## src/rtl/serial_xs3_bcd_codec.sv

```systemverilog
// Serial LSB-first Excess-3 <-> BCD converter with per-digit code checking
// and parallel assembly of a DIGITS-wide converted word.
module serial_xs3_bcd_codec #(
  parameter int DIGITS = 4
) (
  input  logic                  Clk,
  input  logic                  Rst,
  input  logic                  X,
  input  logic                  En,
  input  logic                  Mode,
  output logic                  Z,
  output logic                  DigitDone,
  output logic                  DigitErr,
  output logic                  WordDone,
  output logic                  WordErr,
  output logic [4*DIGITS-1:0]   Dout
);
  localparam int W  = 4 * DIGITS;
  localparam int DW = (DIGITS > 1) ? $clog2(DIGITS) : 1;
  localparam logic [3:0]    K      = 4'b0011;
  localparam logic [DW-1:0] D_LAST = DW'(DIGITS - 1);

  logic [1:0]    b_reg, b_next;
  logic [DW-1:0] d_reg, d_next;
  logic          c_reg, c_next;
  logic          m_reg, m_next;
  // Only the three previous bits are kept; the fourth is the live X.
  logic [2:0]    in_sh_reg, in_sh_next;
  logic [W-2:0]  out_sh_reg, out_sh_next;
  logic [W-1:0]  dout_reg, dout_next;
  logic          digit_done_reg, digit_done_next;
  logic          digit_err_reg, digit_err_next;
  logic          word_done_reg, word_done_next;
  logic          word_err_reg, word_err_next;
  logic          err_acc_reg, err_acc_next;

  logic       word_start, mode_eff, c_eff, k, z_raw;
  logic       last_bit, last_digit, code_err, err_base;
  logic       borrow, carry;
  logic [3:0] code;

  assign word_start = (b_reg == 2'd0) && (d_reg == '0);
  assign mode_eff   = word_start ? Mode : m_reg;
  assign c_eff      = (b_reg == 2'd0) ? 1'b0 : c_reg;
  assign k          = K[b_reg];
  assign z_raw      = X ^ k ^ c_eff;
  assign borrow     = (~X & (k | c_eff)) | (k & c_eff);
  assign carry      = (X & k) | (X & c_eff) | (k & c_eff);
  assign last_bit   = (b_reg == 2'd3);
  assign last_digit = (d_reg == D_LAST);
  assign code       = {X, in_sh_reg};
  assign code_err   = mode_eff ? (code > 4'd9) : ((code < 4'd3) || (code > 4'd12));
  assign err_base   = word_start ? 1'b0 : err_acc_reg;

  always_comb begin
    b_next          = b_reg;
    d_next          = d_reg;
    c_next          = c_reg;
    m_next          = m_reg;
    in_sh_next      = in_sh_reg;
    out_sh_next     = out_sh_reg;
    dout_next       = dout_reg;
    word_err_next   = word_err_reg;
    err_acc_next    = err_acc_reg;
    digit_done_next = 1'b0;
    digit_err_next  = 1'b0;
    word_done_next  = 1'b0;
    if (En) begin
      b_next       = b_reg + 2'd1;
      c_next       = mode_eff ? carry : borrow;
      m_next       = mode_eff;
      in_sh_next   = {X, in_sh_reg[2:1]};
      out_sh_next  = (W > 2) ? {z_raw, out_sh_reg[W-2:1]} : (W-1)'(z_raw);
      err_acc_next = err_base | (last_bit & code_err);
      if (last_bit) begin
        d_next          = last_digit ? '0 : d_reg + DW'(1);
        digit_done_next = 1'b1;
        digit_err_next  = code_err;
        if (last_digit) begin
          word_done_next = 1'b1;
          dout_next      = {z_raw, out_sh_reg};
          word_err_next  = err_base | code_err;
        end
      end
    end
  end

  always_ff @(posedge Clk) begin
    if (Rst) begin
      b_reg          <= '0;
      d_reg          <= '0;
      c_reg          <= 1'b0;
      m_reg          <= 1'b0;
      in_sh_reg      <= '0;
      out_sh_reg     <= '0;
      dout_reg       <= '0;
      digit_done_reg <= 1'b0;
      digit_err_reg  <= 1'b0;
      word_done_reg  <= 1'b0;
      word_err_reg   <= 1'b0;
      err_acc_reg    <= 1'b0;
    end else begin
      b_reg          <= b_next;
      d_reg          <= d_next;
      c_reg          <= c_next;
      m_reg          <= m_next;
      in_sh_reg      <= in_sh_next;
      out_sh_reg     <= out_sh_next;
      dout_reg       <= dout_next;
      digit_done_reg <= digit_done_next;
      digit_err_reg  <= digit_err_next;
      word_done_reg  <= word_done_next;
      word_err_reg   <= word_err_next;
      err_acc_reg    <= err_acc_next;
    end
  end

  assign Z         = Rst ? 1'b0 : z_raw;
  assign DigitDone = digit_done_reg;
  assign DigitErr  = digit_err_reg;
  assign WordDone  = word_done_reg;
  assign WordErr   = word_err_reg;
  assign Dout      = dout_reg;
endmodule

```

## config.mk

```make
export PLATFORM = sky130hd
export DESIGN_NAME = serial_xs3_bcd_codec
export DESIGN_NICKNAME = d
export VERILOG_FILES = /design/src/rtl/serial_xs3_bcd_codec.sv
export SDC_FILE = /design/constraint.sdc
export NUM_CORES = 1
export LEC_CHECK = 0
export CORE_UTILIZATION = 56
export DETAILED_ROUTE_END_ITERATION = 6
export PLACE_DENSITY = 0.91
export SLEW_MARGIN = 10
export SYNTH_ARGS = -nofsm -noshare
export SYNTH_HDL_FRONTEND = slang
export SYNTH_SLANG_ARGS = --single-unit
```

## constraint.sdc

```tcl
create_clock -name Clk -period 4.8 [get_ports Clk]
set_input_delay 1.2 -clock Clk [delete_from_list [all_inputs] [get_ports Clk]]
set_output_delay 1.2 -clock Clk [all_outputs]
set_load 0.005 [all_outputs]
```

=== Yosys cells after proc, flatten, opt, wreduce, memory -nomap -nowiden ===
Cells that the tools add are included.
Widths: inputs -> output; s select.

* RAM bits: 0
* Logic and storage cells: 55
* Bits in latches: 0
* Register bits: 45
* Memories: 0
* Bits in read-only memories: 0
* Output and inout port bits: 21

* Eq/ne operators: 2
* Divide/modulo/power cells: 0
* $mul: 0
* Reduce and logical (&&, ||, !) cells: 8
* Bitwise operators: 16
* Order comparisons: 4
* Add/sub/neg operators: 2
* Multiplexer cells: 11
* Shift operators: 0

{| class="wikitable"
|+ Operator list
! operator !! count
|-
| $mux 1 || 9
|-
| $gt 4x4->1 const B || 2
|-
| $or 1x1->1 || 6
|-
| $and 1x1->1 || 5
|-
| $add 2x1->2 const B || 2
|-
| $eq 2x2->1 const B || 2
|-
| $logic_not 2->1 || 2
|-
| $lt 4x2->1 const B || 1
|-
| $lt 2x3->1 const B || 1
|-
| $not 1->1 || 3
|-
| $reduce_and 3->1 || 1
|-
| $reduce_or 3->1 || 1
|-
| $bmux 1 s2 || 1
|-
| $mux 2 || 1
|-
| $reduce_and 2->1 || 1
|-
| $reduce_or 2->1 || 1
|-
| $xor 1x1->1 || 2
|-
| $logic_and 1x1->1 || 1
|-
| $logic_or 1x1->1 || 1
|}

=== Longest topological paths before layout ===
* Depth in word-level cells: 6
* Depth in mapped cells: 6
* Gate-level depth less buffers: 6

=== Worst setup path before layout ===
OpenSTA, ideal clock, no wires.

* Kind: input -> output
* From: input Rst
* To: output Z
* Data arrival time: 1.846 ns
* Path slack: 1.754 ns
* Required time: 3.600 ns
* Stages on the path: 3
* Cells stage by stage: clkbuf_1 buf_1 nor2_1

* Cells in the longest elaborated chain, start to end: 1

{| class="wikitable"
|+ RTL lines
! what !! line !! source
|-
| from (decl) || 7 || <nowiki>input logic Rst,</nowiki>
|-
| $mux 1 || 118 || <nowiki>assign Z = Rst ? 1'b0 : z_raw;</nowiki>
|-
| to (decl) || 11 || <nowiki>output logic Z,</nowiki>
|}

No other way between the ends.

=== Final worst setup path ===
* From: input X
* To: output Z

* Cells in the longest elaborated chain, start to end: 3

{| class="wikitable"
|+ RTL lines
! what !! line !! source
|-
| from (decl) || 8 || <nowiki>input logic X,</nowiki>
|-
| $xor 1x1->1 (2 in series) || 46 || <nowiki>assign z_raw = X ^ k ^ c_eff;</nowiki>
|-
| $mux 1 || 118 ||
|}

No other way between the ends.

==> results by group <==
Finish
  • Synthesis-to-finish area growth: 19.2%
  • Number of flip-flops under the largest register name: 16
  • Nets@finish: 221
  • Antenna diodes: 0
  • Final core utilization: 72.6%
  • Layout cells sized above 1: 6.60%

Pwr
  • Sequential Power Share: 56.8%
  • P_int: 529 uW
  • Clock share of power: 35.3%
  • Max VDD drop: 0.239 mV
  • Switching pwr: 147 uW
  • Leak pwr: 0.000802 uW
  • Logic pwr share: 8.0%
  • P per Cell Area: 327 mW/mm^2
  • Sw Share: 21.8%

Placed design
  • Port buffer count: 25
  • RD Place Congestion: 0.762
  • Post-DP HPWL: 2170 microns

STA
  • Final TNS setup: 0 ns
  • Part of the cycle the worst path needs: 84.2%
  • Layout Skew: 0.00488 ns
  • Setup Viol. Count Final: 0
  • Count of pins over their slew limit: 0
  • Final critical-path required period: 4.04 ns
  • Final Hold Fails: 0
  • Max-slew headroom: 57.2%
  • Tightest Pin Transition: 0.641 ns
  • RSZ-0062 raised after global routing: false
  • Fmax: 247 MHz

Synth
  • Synth cell types: 25
  • Post-synth ARST share: 0%
  • Cell accounting for the most synthesized area: dfxtp_1
  • Synth Net Count: 198
  • Top-count cell post-synth: dfxtp_1
  • Flops & latches, synth: 45
  • Synthesized area per cell: 9.24 sq um
  • Post-synth top flop: dfxtp_1
  • Post-Synthesis Cells: 188
  • Seq/Total Area, Yosys: 51.8%
  • Synthesized cell area: 0.00174 sq mm
  • Post-synth EDFFs: 0
  • Post-synth top cells: dfxtp_1, nand2_1, nor2_1
  • Yosys warning count: 0
  • Yosys top cell area share: 51.8%
  • Largest cells by area after synthesis: dfxtp_1, mux2i_1, nand2_1

CTS
  • Deepest clock path buffer count: 2
  • Worst-path clk slew: 0.12 ns
  • Postcts setup bufs: 0
  • Clk sinks: 45
  • CTS buffer count: 5
  • Later-pin clock latency in the skew report: 0.35 ns
  • # H-tree levels: 2
  • CTS tree: yes
  • Root Driver: clkbuf_4
  • Post-cts sizing count: 0
  • Cts hold-fix bufs: 0

Floorplan
  • Die width: 57.7 microns
  • Core box area: 0.00285 sq mm
  • Die area: 0.00333 sq mm
  • Starting density of the core: 60.9%
  • Die height: 57.7 microns
  • # IOs: 26
  • FP Rows: 19

Worst hold path
  • Worst hold endpoint: Dout[4]
  • Worst Hold Path Cells: 2
  • Hold_sp: Dout[4]
  • Worst Hold Class: register to register

Setup path
  • Critical R2R Launch: b_reg[1]
  • FF-to-FF End: err_acc_reg
  • Max incr delay on CP: 0.59 ns
  • R2R Setup Slk: 3.04 ns
  • Stages on the worst setup path: 5
  • Cell mode on critical path: clkdlybuf4s50_1
  • Reg2Reg Depth: 6
  • Setup crit end kind: output pin
  • Slowest CP cell: clkdlybuf4s50_1
  • Required @ worst endpoint: 3.60 ns
  • Crit Path Class: primary input to output pin
  • CP Max Fanout: 7
  • Element type at the critical path start: primary input
  • CP Data Arrival Time: 2.84 ns
  • Worst path buffer plus inverter count: 2
  • CP delay by family, top: buffers and inverters
  • CP Cell Sequence: clkdlybuf4s50_1 > ha_1 > xnor2_1 > nor2_1 > clkdlybuf4s50_1

GRT
  • First-pass GRT wire length: 5400 microns
  • Largest net degree at the start of global routing: 47
  • All-Layer GR Usage: 21.7%
  • Gr ovfl total: 0
  • Antenna violations before repair: 0
  • Vias in the first global route: 1285

Route
  • Wire length per cell: 12.9 microns
  • Vias: 1307
  • Vias per inst: 5.38
  • DRC violations left: 1
  • Detail Route Antenna Nets: 0
  • Initial DRT Pass Iterations: 7
  • WL final: 3130 microns
  • DRT iter0 DRCs: 67

Run
  • # Max-Cap Violations: 0

Outcome
  • Status: finished with violations
  • Violated checks: design-rule violations
[routing by layer]
| layer | track usage, % | vias up | share of wire [%] |
|---|---|---|---|
| li1 | - | 670 | - |
| met1 | 23.2 | 609 | 43 |
| met2 | 37.7 | 21 | 51 |
| met3 | 7.59 | 7 | 3.3 |
| met4 | 11.2 | 0 | 2.2 |
| met5 | 0 | - | 0 |
[logic make-up after synthesis]
| group | after synthesis | share of synthesized area (%) |
|---|---|---|
| buffers and inverters | 15 | 4.10 |
| flip-flops | 45 | 51.8 |
| AO/OA/AOI/OAI | 29 | 9.94 |
| adder cells (fa/ha/maj) | 5 | 3.60 |
| AND/OR/NAND/NOR | 70 | 16.3 |
| XOR/XNOR | 2 | 1.01 |
| multiplexers | 22 | 13.2 |
[worst max-delay path by stage]
stage | to | startpoint | slack [ns]
2_1_floorplan | Z | Rst | 1.75
3_3_place_gp | Z | X | 0.80
3_5_place_dp | Z | X | 0.78
4_1_cts | Z | X | 0.76
5_1_grt | Z | X | 0.65
6_report | Z | X | 0.76
[power groups by stage]
stage               Clock, uW  Combinational [uW]  Sequential, uW
floorplan                   0                41.5             391
global placement            0                51.0             392
detailed placement          0                53.9             392
CTS                       246                54.2             384
global route              260                59.9             385
finish                    239                53.9             384
[worst register-to-register path, stage by stage (launching register included)]
cell and delay, ns:
dfxtp_1 0.38, inv_1 0.10, ha_1 0.25, nand2_2 0.09, mux2i_1 0.31, mux2_4 0.35
o31ai_1 0.21
[per-stage QoR]
stage | power, uW | setup WS, ns | std cells | hold slack (ns) | cell area, sq um
floorplan | 433 | 1.75 | 188 | 0.431 | 1740
global placement | 443 | 0.801 | 235 | 0.441 | 1990
detailed placement | 446 | 0.778 | 235 | 0.446 | 1990
CTS | 684 | 0.761 | 243 | 0.463 | 2070
global route | 705 | 0.654 | 243 | 0.482 | 2070
finish | 677 | 0.759 | 243 | 0.460 | 2070
[layout make-up]
cell class,count,area (sq um)
multi-input cells,128,766
well taps,31,38.8
fillers,211,782
clock buffers,7,55.1
flip-flops and latches,45,901
inverters,4,15.0
repair buffers,27,265
clock inverters,1,30.0
[cells in the final DEF, fill, tap and decap left out]
cell	netlist	layout
dfxtp_1	45	45
nand2_1	33	33
nor2_1	28	28
clkdlybuf4s50_1	0	25
a21oi_1	20	20
mux2i_1	20	20
ha_1	5	5
clkbuf_4	0	5
inv_1	4	4
a211oi_1	4	4
nand3_1	3	3
xnor2_1	2	2
nor3_1	2	2
mux2_4	2	2
buf_4	3	2
nor2b_2	1	1
and3_1	1	1
o21bai_1	1	1
nand2_2	1	1
a311oi_2	1	1
o21ai_0	1	1
o21a_1	1	1
nand3b_1	1	1
o31ai_1	1	1
clkbuf_1	4	1
bufinv_16	0	1
clkbuf_8	0	1
No activity file was read; power rests on OpenSTA's default activity.
